<file path="src/rtl/pss_seq_ctrl.sv">
// Point-sort stage sequencer: walks center points, pulses sort-core reset, gates Lop stream, tags LopLast.
// Latency: Start->Rst 1 cycle, Rst->STREAM 1 cycle; Lop valid/ready/last are zero-latency combinational gates.
// Backpressure: Lop ready mirrors PSS ready only in STREAM; DRAIN holds until MAPS_PER_CP map words have left PSS.
module pss_seq_ctrl #(
   parameter int IDX_WIDTH   = 10,
   parameter int LOP_WIDTH   = 32,
   parameter int MAPS_PER_CP = 8
) (
   input  logic                 clk,
   input  logic                 rst_n,
   input  logic                 CCUPSS_Start,
   input  logic                 CCUPSS_Abort,
   input  logic [IDX_WIDTH-1:0] CCUPSS_CpNum,
   input  logic [IDX_WIDTH-1:0] CCUPSS_LopNum,
   output logic                 PSSCCU_Busy,
   output logic                 PSSCCU_Done,
   input  logic [LOP_WIDTH-1:0] KNNSEQ_Lop,
   input  logic                 KNNSEQ_LopVld,
   output logic                 SEQKNN_LopRdy,
   output logic [LOP_WIDTH-1:0] SEQPSS_Lop,
   output logic                 SEQPSS_LopVld,
   input  logic                 PSSSEQ_LopRdy,
   output logic                 SEQPSS_LopLast,
   output logic [IDX_WIDTH-1:0] SEQPSS_CpIdx,
   output logic                 SEQPSS_Rst,
   input  logic                 PSSCTR_MapVld,
   input  logic                 CTRPSS_MapRdy
);

   localparam int MAP_W = $clog2(MAPS_PER_CP + 1);
   localparam logic [IDX_WIDTH-1:0] IDX_ONE  = IDX_WIDTH'(1);
   localparam logic [MAP_W-1:0]     MAP_ONE  = MAP_W'(1);
   localparam logic [MAP_W-1:0]     MAP_FULL = MAP_W'(MAPS_PER_CP);
   localparam logic [MAP_W-1:0]     MAP_PRE  = MAP_W'(MAPS_PER_CP - 1);

   typedef enum logic [2:0] {IDLE, RST, STREAM, DRAIN, DONE} state_t;

   state_t               state;
   logic [IDX_WIDTH-1:0] cpNum;
   logic [IDX_WIDTH-1:0] lopNum;
   logic [IDX_WIDTH-1:0] lopCnt;
   logic [MAP_W-1:0]     mapCnt;
   logic                 aborting;

   logic lopGate;
   logic lopIsLast;
   logic lopHs;
   logic mapHs;
   logic mapReached;

   // Abort blocks the Lop handshake in the very cycle it is raised, so no candidate slips into a flushed sort.
   assign lopGate        = (state == STREAM) && !CCUPSS_Abort;
   assign SEQPSS_Lop     = KNNSEQ_Lop;
   assign SEQPSS_LopVld  = lopGate && KNNSEQ_LopVld;
   assign SEQKNN_LopRdy  = lopGate && PSSSEQ_LopRdy;
   // LopLast qualifies a valid beat only; it never shows while the stream is idle.
   assign lopIsLast      = (lopCnt == (lopNum - IDX_ONE));
   assign SEQPSS_LopLast = SEQPSS_LopVld && lopIsLast;
   assign lopHs          = SEQPSS_LopVld && PSSSEQ_LopRdy;

   // Map words are only attributed to the current center point while it is streaming or draining.
   assign mapHs      = PSSCTR_MapVld && CTRPSS_MapRdy && ((state == STREAM) || (state == DRAIN));
   // The final map handshake counts as reached in the same cycle, saving one DRAIN cycle per center point.
   assign mapReached = (mapCnt == MAP_FULL) || (mapHs && (mapCnt == MAP_PRE));

   // Saturating count of map words that have left PSS for the current center point.
   always_ff @(posedge clk or negedge rst_n) begin
      if (!rst_n) begin
         mapCnt <= '0;
      end else if ((state == IDLE) || (state == RST)) begin
         mapCnt <= '0;
      end else if (mapHs && (mapCnt != MAP_FULL)) begin
         mapCnt <= mapCnt + MAP_ONE;
      end
   end

   // Batch FSM with registered Busy/Done/Rst/CpIdx; abort detours through one flushing RST cycle.
   always_ff @(posedge clk or negedge rst_n) begin
      if (!rst_n) begin
         state        <= IDLE;
         cpNum        <= '0;
         lopNum       <= '0;
         lopCnt       <= '0;
         aborting     <= 1'b0;
         PSSCCU_Busy  <= 1'b0;
         PSSCCU_Done  <= 1'b0;
         SEQPSS_Rst   <= 1'b0;
         SEQPSS_CpIdx <= '0;
      end else begin
         case (state)
            IDLE: begin
               if (CCUPSS_Start) begin
                  cpNum        <= CCUPSS_CpNum;
                  lopNum       <= CCUPSS_LopNum;
                  SEQPSS_CpIdx <= '0;
                  lopCnt       <= '0;
                  PSSCCU_Busy  <= 1'b1;
                  if ((CCUPSS_CpNum == '0) || (CCUPSS_LopNum == '0)) begin
                     state       <= DONE;
                     PSSCCU_Done <= 1'b1;
                  end else begin
                     state      <= RST;
                     SEQPSS_Rst <= 1'b1;
                  end
               end
            end
            RST: begin
               lopCnt     <= '0;
               SEQPSS_Rst <= 1'b0;
               if (aborting) begin
                  state       <= IDLE;
                  aborting    <= 1'b0;
                  PSSCCU_Busy <= 1'b0;
               end else if (CCUPSS_Abort) begin
                  aborting   <= 1'b1;
                  SEQPSS_Rst <= 1'b1;
               end else begin
                  state <= STREAM;
               end
            end
            STREAM: begin
               if (CCUPSS_Abort) begin
                  state      <= RST;
                  aborting   <= 1'b1;
                  SEQPSS_Rst <= 1'b1;
               end else if (lopHs) begin
                  lopCnt <= lopCnt + IDX_ONE;
                  if (lopIsLast) begin
                     state <= DRAIN;
                  end
               end
            end
            DRAIN: begin
               if (CCUPSS_Abort) begin
                  state      <= RST;
                  aborting   <= 1'b1;
                  SEQPSS_Rst <= 1'b1;
               end else if (mapReached) begin
                  if (SEQPSS_CpIdx == (cpNum - IDX_ONE)) begin
                     state       <= DONE;
                     PSSCCU_Done <= 1'b1;
                  end else begin
                     state        <= RST;
                     SEQPSS_Rst   <= 1'b1;
                     SEQPSS_CpIdx <= SEQPSS_CpIdx + IDX_ONE;
                  end
               end
            end
            DONE: begin
               state       <= IDLE;
               PSSCCU_Done <= 1'b0;
               PSSCCU_Busy <= 1'b0;
            end
            default: begin
               state       <= IDLE;
               aborting    <= 1'b0;
               PSSCCU_Done <= 1'b0;
               PSSCCU_Busy <= 1'b0;
               SEQPSS_Rst  <= 1'b0;
            end
         endcase
      end
   end

endmodule

</file>
<file path="config.mk">
export PLATFORM = sky130hd
export DESIGN_NAME = pss_seq_ctrl
export DESIGN_NICKNAME = d
export VERILOG_FILES = /design/src/rtl/pss_seq_ctrl.sv
export SDC_FILE = /design/constraint.sdc
export NUM_CORES = 1
export LEC_CHECK = 0
export ABC_AREA = 1
export CORE_ASPECT_RATIO = 0.8
export CORE_UTILIZATION = 50
export CTS_BUF_LIST = sky130_fd_sc_hd__clkbuf_8
export CTS_CLUSTER_SIZE = 10
export DETAILED_ROUTE_END_ITERATION = 12
export PLACE_DENSITY_LB_ADDON = 0.05
export SYNTH_ARGS = -nofsm -noshare
export SYNTH_HDL_FRONTEND = slang
export SYNTH_SLANG_ARGS = --single-unit
</file>
<file path="constraint.sdc">
create_clock -name clk -period 2.2 [get_ports clk]
set_input_delay 0.22 -clock clk [delete_from_list [all_inputs] [get_ports clk]]
set_output_delay 0.22 -clock clk [all_outputs]
set_load 0.01 [all_outputs]
</file>
---- After elaboration in Yosys (flattened, before gate mapping) ----
Index checks and enable logic that the tools add are counted.
word-level totals
  flip-flop bits (word level) ............. 51
  latch bits .............................. 0
  bits in writable memories ............... 0
  memory bits (read-only) ................. 0
  input port bits ......................... 60
  output and inout bits ................... 48
  memories ................................ 0
cells by class
  add/subtract/negate cells ............... 5
  $mul .................................... 0
  div/mod/pow operators ................... 0
  order comparisons ....................... 0
  equal/unequal tests ..................... 26
  shift-type cells ........................ 0
  muxes and demuxes ....................... 40
  bitwise gates (word level) .............. 4
  reduce and logical (&&, ||, !) cells .... 31
operators by type and width
  operator                 number
  $mux W10                 6
  $mux W3                  10
  $pmux W10 S3             1
  $add A10 B1 Y10 const B  2
  $eq A10 B10 Y1           2
  $logic_not A10 Y1        2
  $pmux W10 S2             1
  $sub A10 B1 Y10 const B  2
  $ne A2 B2 Y1 const B     9
  $mux W1                  15
  $ne A3 B3 Y1 const B     5
  $pmux W3 S4              1
  $reduce_and A6 Y1        2
  $reduce_and A5 Y1        2
  $logic_and A1 B1 Y1      9
  $pmux W1 S3              3
  $mux W4                  2
  $eq A3 B2 Y1 const B     2
  $ne A2 B1 Y1 const B     3
  $reduce_or A2 Y1         3
  $pmux W1 S5              1
  $add A4 B1 Y4 const B    1
  $eq A4 B3 Y1 const B     1
  $eq A4 B4 Y1 const B     1
  12 further kinds         20

---- Depth between registers and ports, before layout ----
Gate-level depths: netlist of the first run.
  depth in word-level cells ............... 8
  gate-level depth with buffers ........... 15
  depth with buffers taken out ............ 15

---- Least setup slack after synthesis of the first run ----
OpenSTA, ideal clock, no wires.
  path kind ............................... reg-to-reg
  start point ............................. register cpNum[0]
  end point ............................... register SEQPSS_CpIdx[4]
  arrival time ............................ 1.660 ns
  setup slack ............................. 0.423 ns
  cell stages (with the launch flop) ...... 16
  period minus slack after synthesis ...... 1.777 ns
  cell sequence ........................... dfrtp_1 > inv_1 > ha_1 > nand2_1 > inv_1 > nor2_1 > nand2_1 > nor2_1 > nand3_1 > nor2_1 > nand3_1 > nand2_2 > nand2_2 > buf_6 > nand3_1 > nand2_1
on the way
  word-level cells in the longest chain between the ends .. 4
RTL lines
  element                      line  text
  start, declared              39    logic [IDX_WIDTH-1:0] cpNum;
  start signal, assigned       93    cpNum <= CCUPSS_CpNum;
  $sub A10 B1 Y10              139   if (SEQPSS_CpIdx == (cpNum - IDX_ONE)) begin
  $eq A10 B10 Y1               139
  $ne A2 B2 Y1 (no line)       n/a
  $reduce_and A5 Y1 (no line)  n/a
  end signal, assigned         145   SEQPSS_CpIdx <= SEQPSS_CpIdx + IDX_ONE;
  end, declared                24    output logic [IDX_WIDTH-1:0] SEQPSS_CpIdx,
Every way passes these cells.
A chain may end at the register's enable or synchronous reset.

---- Worst setup path after layout of the first run ----
  start point ............................. register lopNum[1]
  end point ............................... output port SEQPSS_LopLast
on the way
  word-level cells in the longest chain between the ends .. 3
RTL lines
  element                 line  text
  start, declared         40    logic [IDX_WIDTH-1:0] lopNum;
  start signal, assigned  94    lopNum <= CCUPSS_LopNum;
  $sub A10 B1 Y10         57    assign lopIsLast = (lopCnt == (lopNum - IDX_ONE));
  $eq A10 B10 Y1          57
  $logic_and A1 B1 Y1     58    assign SEQPSS_LopLast = SEQPSS_LopVld && lopIsLast;
  end, declared           23    output logic SEQPSS_LopLast,
Every way passes these cells.

==> run metrics, run 1 <==
Yosys warnings=0; hold_ws=0.430 ns; n_diodes=0; r2r startpoint=cpNum[1]; crit path launch type=flop; layout cells sized above 1=12.2%; Post-Syn Instances=552; most frequent cells in the layout=nand2_1, inv_1, nor2_1; Worst R2R Path Depth=15; Worst Path Arrival=1.89 ns; most common cell after layout, fill and taps aside=nand2_1; HP Class=in2async; clk slew on worst S/H paths=0.09 ns; Worst-Margin Slew=0.461 ns; Worst-Skew Late Latency=0.31 ns; number of global-route vias before repair=3,085; Slew Viols, Final=0; Crit-path slowest cell=dfrtp_1; f_max=474 MHz; area delta synth->final=15.9%; largest net degree at the start of global routing=52; GRT Total Usage=23.9%; core area=7060 um^2; Iter 0 DRT Violations=177; Total Power=0.00459 W; RSZ-0062 raised after global routing=true; Setup TNS Final=0 ns; Avg Cell Area, Syn=6.76 um^2; Synth Register Bits=51; Power Density=1060 nW/um^2; CTS Sinks=51; syn nets=618; Final Hold Fails=0; Setup CP Type=reg2out; GPL Wtd Cong=0.844; Initial Utilization=52.8%; RR Endpoint=SEQPSS_CpIdx[5]; Pleak=2.12 nW; nature of the critical path endpoint=output port; die extent in y=79.3 um; register area share after synthesis=34.2%; I/O Buffers=43; outcome=complete, no violations; Cell Chain, Critical Path=inv_1 > ha_4 > nand2_1 > nor2_1 > xor2_1 > nand2_1 > nor4_2 > buf_2; Die Span X=98.6 um; routed wire length=8760 um; Wirelength per Cell=13.1 um; drt via density=4.95; Worst Path Required=1.98 ns; H-tree levels=2; nets=649; CTS Buffer Depth=2; vias=3,324; crit-path leading delay family=simple AND/OR/NAND/NOR gates; drt pass-1 iters=4; die area=7810 um^2; DP Worst Slack=-0.0297 ns; Final period util=96.0%; hpwl dp=6650 um; global-route wire length before repair=14,800 um; Fin Clk Skew=0.00472 ns; Final Worst Setup Slack=0.0886 ns; synth unique cells=31; Period minus WS final=2.11 ns; Routed Antenna Nets=0; maximum VDD drop=0.000601 V; FF-to-FF setup slack=0.20 ns; TritonCTS clock tree=yes; num ports=108; CP max FO=4; Top cell by count, worst path=nand2_1; # DRC=0; row cnt=27; initial antenna violation count=0; Max Cap Viol=0; total CTS buffers=5; grt ovf=0; Bufs and invs on worst path=2; largest stage delay on the critical path=0.42 ns; Final Setup Violations=0; Max-slew headroom=69.2%; clk root buf=clkbuf_8; Syn Std Cell Area=3730 um^2
-- synth_stat cells --
master	number	share of area, %
nand2_1	156	16
inv_1	75	7.5
nor2_1	70	7.0
dfrtp_1	51	34
nand3_1	42	5.6
buf_4	32	6.4
o21ai_0	21	2.8
a21oi_1	17	2.3
xor2_1	14	3.3
nor3_1	8	1.1
nand4_1	7	1.2
ha_1	6	2.0
nand2_2	6	1.0
nor2_2	6	1.0
inv_2	5	0.50
xnor2_1	5	1.2
clkbuf_1	4	0.40
nor2_4	3	0.91
nor3_2	3	0.80
nor4_1	3	0.50
o31ai_1	3	0.60
buf_2	2	0.27
inv_4	2	0.34
mux2_2	2	0.60
nand3_2	2	0.54
o21ai_1	2	0.27
a21oi_2	1	0.23
buf_6	1	0.30
nand3_4	1	0.47
nor2_8	1	0.54
nor4_2	1	0.34
-- tightest hold or removal path: stages --
cell and delay (ns):
dlygate4sd3_1 0.52, buf_2 0.12, buf_12 0.26
-- final cells by class --
cell class,count,area [um^2]
timing repair buffer,63,599
inverter,82,313
fill,658,2740
tap,87,109
sequential,51,1280
clock inverter,2,12.5
clock buffer,6,82.6
multi-input combinational,380,1930
-- repair_timing --
| item | 4_1_cts | 5_1_grt |
|---|---|---|
| pin swaps | 0 | 7 |
| hold buffers | 1 | 0 |
| gates resized for setup | 8 | 14 |
| buffers inserted | 0 | 4 |
| setup endpoints to repair | 2 | 12 |
| hold endpoints to repair | 51 | 0 |
-- cell families (layout without fill, tap and decap cells) --
family	count (synthesis)	after routing	synth area share, %
multiplexers	2	2	0.604
buffers and inverters	121	153	15.8
flip-flops	51	51	34.2
adder cells (fa/ha/maj)	6	6	2.01
AO/OA/AOI/OAI	44	44	6.20
XOR/XNOR	19	19	4.46
AND/OR/NAND/NOR	309	309	36.7
-- routing by layer --
metal | up-vias | wire length [um] | GRT usage, %
li1 | 1745 | - | -
met1 | 1468 | 4630 | 36.5
met2 | 95 | 3620 | 34.6
met3 | 16 | 418 | 3.70
met4 | 0 | 90 | 6.27
met5 | - | 0 | 0
-- worst max path at each step --
stage | from | to | slack, ns | cells past startpoint
after CTS | lopNum[1] | SEQPSS_LopLast | 0.04 | 11
final | lopNum[1] | SEQPSS_LopLast | 0.09 | 8
after global routing | lopNum[1] | SEQPSS_LopLast | -0.04 | 11
after detailed placement | lopNum[1] | SEQPSS_LopLast | -0.03 | 11
after floorplan | cpNum[0] | SEQPSS_CpIdx[4] | 0.42 | 15
after global placement | lopNum[1] | SEQPSS_LopLast | -0.01 | 11
-- registers in the layout (all words and copies together), names as in the netlist --
register / cells
lopNum: 10
SEQPSS_Rst: 1
state: 3
cpNum: 10
PSSCCU_Done: 1
PSSCCU_Busy: 1
aborting: 1
SEQPSS_CpIdx: 10
lopCnt: 10
mapCnt: 4
-- where the power goes --
part / internal (W) / switching (W)
combinational: 0.00101 / 0.00154
sequential: 0.00118 / 0.000270
clock: 0.000254 / 0.000329
total: 0.00245 / 0.00214
-- metrics by stage --
step	std cells	utilization (%)	area, um^2
finish	671	61.2	4320
global route	671	61.2	4320
CTS	667	60.0	4230
detailed placement	658	58.4	4130
global placement	658	58.4	4130
floorplan	552	-	3730
Power figures use the tool's default switching activity.
==> run 2, diff against run 1 <==
Settings changed: CORE_UTILIZATION 50 to 45.
==> run 2 against run 1 <==
Cell count is 3.4% higher. Critical path depth stayed put. Combinational power is 3% lower. Sequential power hardly changed. Design area is 0.46% lower. Worst hold slack worse by 0.039 ns. Clock power is 3% higher. Highest routed layer unchanged. First-iteration DRC count is 25% lower. Critical endpoint unchanged.
==> run metrics, run 2 (synthesis results as in run 1) <==
Max-slew headroom=67.6%; Setup CP Type=reg2out; n_diodes=0; GRT Total Usage=21.3%; Top cell by count, worst path=nand2_1; Routed Antenna Nets=0; Worst Path Required=1.98 ns; r2r startpoint=cpNum[0]; initial antenna violation count=0; HP Class=in2async; row cnt=29; Worst-Skew Late Latency=0.32 ns; Cell Int Power=0.00241 W; Cell Chain, Critical Path=inv_1 > ha_1 > nand2_1 > nor2_1 > xor2_1 > nand2_1 > nor4_2 > buf_2; Power Density=1050 nW/um^2; RSZ-0062 raised after global routing=true; Final Hold Fails=0; core area=7980 um^2; Flop pwr share=31.8%; die extent in y=83.4 um; TritonCTS clock tree=yes; most common cell after layout, fill and taps aside=nand2_1; Fin Clk Skew=0.0151 ns; Max Cap Viol=0; nature of the critical path endpoint=output port; CTS Sinks=51; number of global-route vias before repair=3,018; die area=8660 um^2; Crit-path slowest cell=dfrtp_1; Die Span X=104 um; Pleak=2.10 nW; crit path launch type=flop; drt pass-1 iters=5; Initial Utilization=46.7%; CP max FO=4; switch share=46.7%; Switching Power=0.00211 W; total CTS buffers=5; Iter 0 DRT Violations=132; most frequent cells in the layout=nand2_1, inv_1, nor2_1; grt ovf=0; Final Setup Violations=0; GPL Wtd Cong=0.845; largest stage delay on the critical path=0.40 ns; Worst-Margin Slew=0.486 ns; vias=3,324; CTS Buffer Depth=2; logic gate share of total power=54.9%; largest net degree at the start of global routing=40; global-route wire length before repair=14,700 um; outcome=complete, no violations; Final period util=96.9%; hpwl dp=6940 um; layout cells sized above 1=11.4%; f_max=469 MHz; maximum VDD drop=0.000543 V; H-tree levels=2; area delta synth->final=15.4%; routed wire length=8940 um; Fillers=842; Wirelength per Cell=12.9 um; nets=651; Clock Power Share=13.3%; Final Non-Filler Cells=694; num ports=108; Total Power=0.00452 W; I/O Buffers=43; worst setup path startpoint=lopNum[0]; Slew Viols, Final=0; Period minus WS final=2.13 ns; clk root buf=clkbuf_8; # DRC=0; number of cells after detailed placement=682; Worst Path Arrival=1.91 ns; drt via density=4.79; clk slew on worst S/H paths=0.10 ns
==> run 2: cell count changes in the layout (fill, tap and decap cells not counted), sizes merged <==
cell	previous run	this run
buf	21	23
dlymetal6s2s	1	0
clkdlybuf4s50	39	40
inv	83	82
clkinvlp	0	1
==> run 2: repair_timing <==
item                                    4_1_cts  5_1_grt
buffers inserted                              0        3
pin swaps                                     1        0
hold buffers                                  1        0
endpoints found under the hold margin        18        0
gates resized for setup                       6        3
endpoints found under the setup margin        2       13
gates cloned                                  0        0
==> run 2: layout make-up <==
type / instances / area (um^2) / share of cell area [%]
multi-input combinational: 380 / 1880 / 43.7
sequential: 51 / 1280 / 29.7
timing repair buffer: 65 / 599 / 13.9
inverter: 82 / 313 / 7.27
tap: 108 / 135 / 3.14
clock buffer: 6 / 82.6 / 1.92
clock inverter: 2 / 16.3 / 0.378
==> run 2: critical path: cells and delay by family, from the launching register on <==
kind                     cells  cell delay, ns
XOR/XNOR                     1            0.15
buffers and inverters        2            0.25
adder cells (fa/ha/maj)      1            0.21
AND/OR/NAND/NOR              4            0.60
flip-flops                   1            0.40
==> run 2: power groups by stage <==
stage	Sequential, W	Combinational (W)	Clock [W]
2_1_floorplan	0.00142	0.00175	0
3_3_place_gp	0.00145	0.00239	0
3_5_place_dp	0.00145	0.00242	0
4_1_cts	0.00143	0.00244	0.000629
5_1_grt	0.00147	0.00280	0.000659
6_report	0.00144	0.00248	0.000599
==> run 2: path summary, 6_finish.rpt <==
kind                                   endpoint  slack, ns  depth (start not counted)
worst max-delay path             SEQPSS_LopLast       0.07                          8
worst min-delay path                  lopNum[9]       0.39                          2
worst max register to register  SEQPSS_CpIdx[3]       0.20                         15
worst min register to register       SEQPSS_Rst       0.48                          2
max in group asynchronous              cpNum[6]       1.14                          3
min in group clk                 SEQPSS_Lop[11]       0.44                          0
==> run 2: metal layers <==
| metal | global-route usage, % | routed length [um] |
|---|---|---|
| met1 | 32.0 | 4810 |
| met2 | 30.4 | 3640 |
| met3 | 4.32 | 378 |
| met4 | 6.62 | 110 |
| met5 | 0 | 0 |
==> run 2: per-stage QoR <==
| step | hold WS [ns] | utilization (%) | TNS, ns | instance area [um^2] | setup slack, ns |
|---|---|---|---|---|---|
| floorplan | -0.0756 | - | 0 | 3730 | 0.423 |
| global placement | 0.210 | 52.1 | -0.0408 | 4160 | -0.0408 |
| detailed placement | 0.209 | 52.1 | -0.0678 | 4160 | -0.0678 |
| CTS | 0.393 | 53.5 | 0 | 4270 | 0.0419 |
| global route | 0.438 | 53.9 | -0.127 | 4300 | -0.127 |
| finish | 0.391 | 53.9 | 0 | 4300 | 0.0685 |
